$ cat src/rtl/piso.sv
// Parallel-in serial-out shifter with valid/ready load handshake and back-to-back framing.
// Define PISO_PARITY_EN to append an even-parity bit after the WIDTH data bits.
module piso #(
   parameter int unsigned WIDTH     = 4,
   parameter bit          LSB_FIRST = 1'b0
) (
   input  logic             clk,
   input  logic             rst,
   input  logic             load_valid,
   output logic             load_ready,
   input  logic [WIDTH-1:0] parallel_data_in,
   output logic             serial_data_out,
   output logic             serial_valid,
   output logic             last_bit,
   output logic             busy
);

   localparam int unsigned CNT_W = $clog2(WIDTH + 1);

   typedef enum logic [1:0] {
      ST_IDLE   = 2'd0,
`ifdef PISO_PARITY_EN
      ST_PARITY = 2'd2,
`endif
      ST_SHIFT  = 2'd1
   } state_t;

   state_t             state_q, state_d;
   logic [WIDTH-1:0]   shreg_q, shreg_d;
   logic [CNT_W-1:0]   cnt_q, cnt_d;
   logic               serial_data_q, serial_data_d;
   logic               serial_valid_q, serial_valid_d;
   logic               last_bit_q, last_bit_d;
   logic               busy_q, busy_d;
`ifdef PISO_PARITY_EN
   logic               parity_q, parity_d;
`endif

   logic               accept_c;
   logic               last_data_c;

   // Ready in IDLE or while the final frame bit is on the wire; never during reset.
   assign load_ready  = !rst && ((state_q == ST_IDLE) || last_bit_q);
   assign accept_c    = load_valid && load_ready;
   assign last_data_c = (cnt_q == CNT_W'(WIDTH));

   // State register
   always_ff @(posedge clk) begin
      if (rst) begin
         state_q <= ST_IDLE;
      end else begin
         state_q <= state_d;
      end
   end

   // Next-state logic
   always_comb begin
      state_d = state_q;
      case (state_q)
         ST_IDLE: begin
            if (accept_c) state_d = ST_SHIFT;
         end
         ST_SHIFT: begin
            if (last_data_c) begin
`ifdef PISO_PARITY_EN
               state_d = ST_PARITY;
`else
               state_d = accept_c ? ST_SHIFT : ST_IDLE;
`endif
            end
         end
`ifdef PISO_PARITY_EN
         ST_PARITY: begin
            state_d = accept_c ? ST_SHIFT : ST_IDLE;
         end
`endif
         default: state_d = ST_IDLE;
      endcase
   end

   // Datapath and output next values; an accept always restarts a frame with its first bit
   always_comb begin
      shreg_d        = shreg_q;
      cnt_d          = cnt_q;
      serial_data_d  = 1'b0;
      serial_valid_d = 1'b0;
      last_bit_d     = 1'b0;
      busy_d         = 1'b0;
`ifdef PISO_PARITY_EN
      parity_d       = parity_q;
`endif
      if (accept_c) begin
         serial_data_d  = LSB_FIRST ? parallel_data_in[0] : parallel_data_in[WIDTH-1];
         shreg_d        = LSB_FIRST ? (parallel_data_in >> 1) : (parallel_data_in << 1);
         cnt_d          = CNT_W'(1);
         serial_valid_d = 1'b1;
         busy_d         = 1'b1;
`ifdef PISO_PARITY_EN
         parity_d       = ^parallel_data_in;
`endif
      end else if ((state_q == ST_SHIFT) && !last_data_c) begin
         serial_data_d  = LSB_FIRST ? shreg_q[0] : shreg_q[WIDTH-1];
         shreg_d        = LSB_FIRST ? (shreg_q >> 1) : (shreg_q << 1);
         cnt_d          = CNT_W'(cnt_q + 1'b1);
         serial_valid_d = 1'b1;
         busy_d         = 1'b1;
`ifndef PISO_PARITY_EN
         last_bit_d     = (cnt_q == CNT_W'(WIDTH - 1));
`endif
`ifdef PISO_PARITY_EN
      end else if (state_q == ST_SHIFT) begin
         serial_data_d  = parity_q;
         serial_valid_d = 1'b1;
         busy_d         = 1'b1;
         last_bit_d     = 1'b1;
         cnt_d          = '0;
`endif
      end else begin
         cnt_d = '0;
      end
   end

   // Datapath registers
   always_ff @(posedge clk) begin
      if (rst) begin
         shreg_q        <= '0;
         cnt_q          <= '0;
         serial_data_q  <= 1'b0;
         serial_valid_q <= 1'b0;
         last_bit_q     <= 1'b0;
         busy_q         <= 1'b0;
`ifdef PISO_PARITY_EN
         parity_q       <= 1'b0;
`endif
      end else begin
         shreg_q        <= shreg_d;
         cnt_q          <= cnt_d;
         serial_data_q  <= serial_data_d;
         serial_valid_q <= serial_valid_d;
         last_bit_q     <= last_bit_d;
         busy_q         <= busy_d;
`ifdef PISO_PARITY_EN
         parity_q       <= parity_d;
`endif
      end
   end

   assign serial_data_out = serial_data_q;
   assign serial_valid    = serial_valid_q;
   assign last_bit        = last_bit_q;
   assign busy            = busy_q;

endmodule

$ cat config.mk
export PLATFORM = sky130hd
export DESIGN_NAME = piso
export DESIGN_NICKNAME = d
export VERILOG_FILES = /design/src/rtl/piso.sv
export SDC_FILE = /design/constraint.sdc
export NUM_CORES = 1
export LEC_CHECK = 0
export CORE_AREA = 3 3 40 42
export CTS_BUF_LIST = sky130_fd_sc_hd__clkbuf_4
export DETAILED_ROUTE_END_ITERATION = 10
export DIE_AREA = 0 0 43 45
export PLACE_DENSITY = 0.59
export SYNTH_ARGS = -nofsm -noshare
export SYNTH_HDL_FRONTEND = slang
export SYNTH_SLANG_ARGS = --single-unit
$ cat constraint.sdc
create_clock -name clk -period 2 [get_ports clk]
set_clock_uncertainty 0.15 [all_clocks]
set_input_delay 0.4 -clock clk [delete_from_list [all_inputs] [get_ports clk]]
set_output_delay 0.4 -clock clk [all_outputs]
set_load 0.05 [all_outputs]
* Word-level counts from Yosys, hierarchy flattened
Index checks and enable logic that the tools add are counted.
W data, S select, Z words.
** Storage, ports and cells
- Input port bits :: 7
- Flip-flop bits (word level) :: 11
- Output and inout port bits :: 5
** Cells by class
- Equal/unequal tests :: 5
- Reductions and logical operators :: 10
- Add/subtract/negate cells :: 1
- Bitwise gates (word level) :: 1
- Mux-type cells :: 12
** Operator list (count)
- $mux W4 :: 2
- $mux W1 :: 7
- $mux W2 :: 2
- $ne A2 B2 Y1 const B :: 2
- $pmux W2 S2 :: 1
- $add A3 B1 Y3 const B :: 1
- $eq A3 B2 Y1 const B :: 1
- $eq A3 B3 Y1 const B :: 1
- $logic_and A1 B1 Y1 :: 3
- $reduce_or A3 Y1 :: 1
- $eq A2 B1 Y1 const B :: 1
- $logic_not A1 Y1 :: 2
- $logic_not A2 Y1 :: 1
- $reduce_and A2 Y1 :: 1
- $reduce_bool A2 Y1 :: 1
- $logic_or A1 B1 Y1 :: 1
- $not A1 Y1 :: 1

* Depth between registers and ports, before layout
Gate-level depths: netlist of run 1.
- Word-level depth :: 7
- Depth in mapped cells :: 5
- Gate-level depth less buffers :: 5

* Worst setup path before layout of run 1
No wires, ideal clock.
- Kind :: flip-flop to output port
- Start point :: reg last_bit_q, in the netlist last_bit
- End point :: out load_ready
- Arrival time :: 1.377 ns
- Slack :: 0.073 ns
- Stages on the path, launching flop included :: 3
- Cells stage by stage :: dfxtp_1 > nand2b_4 > and2b_1
** On the way
- Cells in the longest elaborated chain, start to end :: 2
** Ends and longest elaborated chain
- from (decl) :: line 33 : logic last_bit_q, last_bit_d;
- from (signal assigned) :: line 140 : last_bit_q <= last_bit_d;
- $logic_or A1 B1 Y1 :: line 43 : assign load_ready = !rst && ((state_q == ST_IDLE) || last_bit_q);
- $logic_and A1 B1 Y1 :: line 43
- to (decl) :: line 10 : output logic load_ready,
No other way between the ends.

* Worst setup path in the final report of run 1
- Start point :: in rst
- End point :: out load_ready
** On the way
- Cells in the longest elaborated chain, start to end :: 2
** Ends and longest elaborated chain
- from (decl) :: line 8 : input logic rst,
- $logic_not A1 Y1 :: line 43
- $logic_and A1 B1 Y1 :: line 43
No other way between the ends.

==> results.md, run 1 <==
* Maximum vdd drop at 318.9 uV
* Register-to-register setup slack at 550 ps
* Fin area at 611.8 sq um
* Hold_buf cts at 0
* Status: completed
* Most frequent cells in the layout: dfxtp_1, inv_1, clkdlybuf4s50_1
* R2R depth at 5
* Mean cell area of the mapped netlist at 10.01 sq um
* Total gr overflow at 0
* Postcts setup bufs at 0
* Setup crit start kind: input pin
* Synth area leaders: dfxtp_1, ha_1, inv_1
* Die height at 45 um
* Fin worst setup slack at 178.9 ps
* Vias per cell at 4.716
* Buffers added on ports at 11
* Initial DRC Count at 5
* Reg-to-reg endpoint: serial_data_out$_SDFF_PP0_
* Global-route wire length before repair at 1.366 mm
* Element type at the critical path end: primary output
* Resized cells post-CTS at 0
* Post-route insts no fill at 74
* Antenna cells at 0
* Row Count at 13
* Largest net degree at the start of global routing at 10
* Post-synthesis register bit count at 10
* Placed cell areas at 589.3 sq um
* Drt first pass iters at 3
* Total of max-cap violations at 0
* Final period util at 91.05%
* R2R Path Start: cnt_q[0]$_SDFF_PP0_
* Area leader, netlist: dfxtp_1
* Crit path max fanout at 3
* Skew-Pair Late Insertion Delay at 250 ps
* Worst Path Arrival at 1270 ps
* Clock sinks at 10
* Via count at 349
* Die width at 43 um
* Hold Path Stages at 2
* Power consumption at 0.0004371 W
* Max-slew headroom at 72.15%
* Placed cell count at 71
* DRT antenna net count at 0
* CTS tree: done
* Max Fclk at 549.1 MHz
* RSZ-0062 raised after global routing: false
* Static Leak at 0.2525 nW
* Syn_nets at 57
* Hold WC Path Type: reg2reg
* Full die area at 0.001935 sq mm
* Antenna violations before repair at 0
* Hold EP: shreg_q[3]$_SDFFE_PP0P_
* Routed len/inst at 11.12 um
* Root Driver: clkbuf_4
* Area grow syn2layout at 30.05%
* Area of the core at 0.001285 sq mm
* Clock Tree Buf Depth at 2
* PwrDens at 714.4 mW/mm^2
* CP required at 1450 ps
* Mapped cell area at 470.5 sq um
* Final setup violation count at 0
* Synth top area share at 42.55%
* Cells after Synth at 47
* Vias in the first global route at 314
* Min Tclk post-route at 1821 ps
* Initial Util at 36.61%
* Final Hold Viols at 0
* Commonest non-fill, non-tap cell in the layout: dfxtp_1
* Reg clk slew, reported paths at 60 ps
* Setup TNS at 0 ps
* Worst-Margin Slew at 416.5 ps
* Layout cells sized above 1 at 27.12%
* Total Wirelength at 823 um
* Synthesis Warnings at 0
* # H-tree levels at 1
* IO Count at 12
* Synth unique cells at 21
* GRT Resource Usage Total at 10.21%
* Place WS at 183.1 ps
* DP HPWL at 647.5 um
* Worst hold path startpoint: shreg_q[3]$_SDFFE_PP0P_
* Setup CP Type: in2out
* Nets at 71
* Max Slew Vio Count at 0
* Num CTS Buffers at 3
* GP Congestion at 0.6949
* Drt drc at 0
* Sequential share of the synthesized area at 42.55%
## metal layers
metal / global-route usage (%) / share of wire, %
met5: 0 / 0
met4: 7.229 / 2.8
met3: 5.179 / 7.2
met2: 14.37 / 44
met1: 11.98 / 46
## stage by stage
step	utilization, %	hold WS [ps]
floorplan	-	291.8
global placement	45.86	321.9
detailed placement	45.86	312.7
CTS	47.61	328.9
global route	47.61	341.2
finish	47.61	323.5
## report_power, final
group | switching (W) | total [W] | internal (W)
registers | 0.00000649 | 0.000217 | 0.000210
logic | 0.0000530 | 0.0000953 | 0.0000423
clock network | 0.0000561 | 0.000125 | 0.0000688
## state kept, by name, summed over array words and instances, names as in the netlist
signal	flops
busy	1
cnt_q	3
last_bit	1
serial_data_out	1
shreg_q	3
state_q	1
## cells in the mapped netlist, drive strengths merged
cell type	number
dfxtp	10
inv	6
nand2	4
a31o	3
buf	3
ha	3
nor2	3
a31oi	2
and2	2
and2b	2
a2111oi	1
a211oi	1
a21bo	1
a21boi	1
a21oi	1
a22oi	1
a32o	1
nand2b	1
nand3b	1
## critical path, stage by stage
cell             delay [ps]
clkdlybuf4s50_1         470
and2b_1                 230
buf_12                  160
## kinds of logic after synthesis
logic type | count (synthesis) | synth area share, %
compound gates | 12 | 25.00
flops | 10 | 42.55
buf+inv | 9 | 8.511
fa+ha+maj | 3 | 7.980
simple gates | 13 | 15.95
## final cells by class
type / count / area [sq um]
Timing Repair Buffer: 12 / 117.6
Inverter: 6 / 22.52
Sequential cell: 10 / 200.2
Tap cell: 15 / 18.77
Multi-Input combinational cell: 28 / 230.2
Clock buffer: 3 / 22.52
Fill cell: 133 / 673.1
## worst max path at each step
stage,start,end,cells past startpoint
3_3_place_gp,rst,load_ready,3
6_report,rst,load_ready,3
4_1_cts,rst,load_ready,3
3_5_place_dp,rst,load_ready,3
2_1_floorplan,last_bit$_SDFF_PP0_,load_ready,2
5_1_grt,rst,load_ready,3
Power figures use the tool's default switching activity.
==> run 2: changes to the inputs <==
--- a/config.mk
+++ b/config.mk
@@ -5,6 +5,7 @@
 export SDC_FILE = /design/constraint.sdc
 export NUM_CORES = 1
 export LEC_CHECK = 0
+export CAP_MARGIN = 40
 export CORE_AREA = 3 3 40 42
 export CTS_BUF_LIST = sky130_fd_sc_hd__clkbuf_4
 export DETAILED_ROUTE_END_ITERATION = 10
==> results of run 2 <==
Same layout as run 1: the final DEF is identical, and so are final timing and power.
==> run 3: changes to the inputs <==
--- a/config.mk
+++ b/config.mk
@@ -5,12 +5,13 @@
 export SDC_FILE = /design/constraint.sdc
 export NUM_CORES = 1
 export LEC_CHECK = 0
-export CAP_MARGIN = 40
 export CORE_AREA = 3 3 40 42
 export CTS_BUF_LIST = sky130_fd_sc_hd__clkbuf_4
 export DETAILED_ROUTE_END_ITERATION = 10
 export DIE_AREA = 0 0 43 45
 export PLACE_DENSITY = 0.59
+export SETUP_SLACK_MARGIN = 0.4
+export SKIP_CTS_REPAIR_TIMING = 1
 export SYNTH_ARGS = -nofsm -noshare
 export SYNTH_HDL_FRONTEND = slang
 export SYNTH_SLANG_ARGS = --single-unit
==> run 3 against run 2 <==
Against the previous run: die area unchanged; via count is 4.3% higher; clock-buffer cell count stayed put; utilization grew 2.9 points; largest power group unchanged; worst hold slack worse by 0.68 ps; global-route usage increased by 0.98 points.
==> results.md, run 3 (synthesized netlist as in run 1, its figures left out) <==
* Element type at the critical path end: primary output
* CP delay by family, top: simple AND/OR/NAND/NOR gates
* CP required at 1450 ps
* Die width at 43 um
* Total gr overflow at 0
* Nets at 75
* Row Count at 13
* Status: completed
* Fin worst setup slack at 336.2 ps
* Critical path buffer and inverter count at 1
* Routed len/inst at 12.27 um
* Final setup violation count at 0
* Static Leak at 0.2817 nW
* Largest regs: cnt_q x3, shreg_q x3
* DRT antenna net count at 0
* Area grow syn2layout at 38.03%
* Setup CP Type: reg2out
* Antenna cells at 0
* Buffers added on ports at 11
* DP HPWL at 661.1 um
* Max-slew headroom at 73.23%
* GP Congestion at 0.6578
* RSZ-0062 raised after global routing: true
* Setup crit start kind: flop
* Via count at 364
* Vias in the first global route at 319
* Skew-Pair Late Insertion Delay at 260 ps
* Maximum vdd drop at 310.2 uV
* Drt first pass iters at 4
* Antenna violations before repair at 0
* GRT Resource Usage Total at 11.19%
* Reg clk slew, reported paths at 70 ps
* Max Fclk at 601.0 MHz
* IO Count at 12
* Area of the core at 0.001285 sq mm
* Layout cells sized above 1 at 34.92%
* Reg area at 203.9 sq um
* Total Wirelength at 957 um
* Hold WC Path Type: reg2reg
* Total of max-cap violations at 0
* Initial DRC Count at 13
* Vias per cell at 4.667
* Global-route wire length before repair at 1.497 mm
* Placed cell count at 72
* Largest net degree at the start of global routing at 10
* Multi-input logic area at 231.5 sq um
* Num CTS Buffers at 3
* Worst Path Arrival at 1110 ps
* Min Tclk post-route at 1664 ps
* Full die area at 0.001935 sq mm
* Crit path max fanout at 3
* Post-route insts no fill at 78
* Final Hold Viols at 0
* Worst-Margin Slew at 400.3 ps
* Clock sinks at 10
* Critical path cell sequence: nand2b_4 > and2b_2 > buf_12
* PwrDens at 703.4 mW/mm^2
* Max incr delay on CP at 340 ps
* Place WS at 179.4 ps
* # H-tree levels at 1
* Slowest CP cell: dfxtp_4
* Die height at 45 um
* Initial Util at 36.61%
* Drt drc at 0
* Most frequent cells in the layout: dfxtp_1, buf_4, inv_1
* Clock Tree Buf Depth at 2
* Fillcell total at 130
* Root Driver: clkbuf_4
* Setup TNS at 0 ps
* CTS tree: done
* Max Slew Vio Count at 0
* Final period util at 83.19%
## run 3: routing by layer
layer / up-vias / global-route usage (%) / wire (um)
met4: 0 / 10.84 / 24
li1: 193 / - / -
met3: 2 / 3.984 / 37
met5: - / 0 / 0
met1: 161 / 14.08 / 445
met2: 8 / 14.37 / 449
## run 3: path summary, 6_finish.rpt
check,cells past startpoint,from,endpoint,slack [ps]
hold / removal,2,shreg_q[1]$_SDFFE_PP0P_,shreg_q[2]$_SDFFE_PP0P_,320
setup / recovery,3,last_bit$_SDFF_PP0_,load_ready,340
setup reg to reg,5,cnt_q[0]$_SDFF_PP0_,last_bit$_SDFF_PP0_,530
hold reg to reg,2,shreg_q[1]$_SDFFE_PP0P_,shreg_q[2]$_SDFFE_PP0P_,320
## run 3: stage by stage
| stage | util, % | cell area, sq um | power [W] | hold WS, ps |
|---|---|---|---|---|
| floorplan | - | 473.0 | 0.0002855 | 291.8 |
| global placement | 46.64 | 599.3 | 0.0003200 | 316.0 |
| detailed placement | 46.64 | 599.3 | 0.0003200 | 320.5 |
| CTS | 48.39 | 621.8 | 0.0004621 | 330.4 |
| global route | 50.54 | 649.4 | 0.0004819 | 345.9 |
| finish | 50.54 | 649.4 | 0.0004568 | 322.8 |
## run 3: worst register-to-register path, cell delays in order (launching register included)
cell	delay, ps
dfxtp_1	340
inv_1	60
ha_1	220
a21bo_2	250
a211oi_4	230
and2_1	160
## run 3: cell type report
cell class	count	share of cell area, %
multi-input combinational	28	35.65
inverter	6	3.468
tap	15	2.890
clock buffer	3	3.468
timing repair buffer	16	23.12
sequential	10	31.41
## run 3: report_power, final
part,internal (W),total (W),switching [W]
logic,0.0000483,0.000104,0.0000559
registers,0.000209,0.000215,0.00000645
clock network,0.0000694,0.000137,0.0000679
total,0.000326,0.000457,0.000130
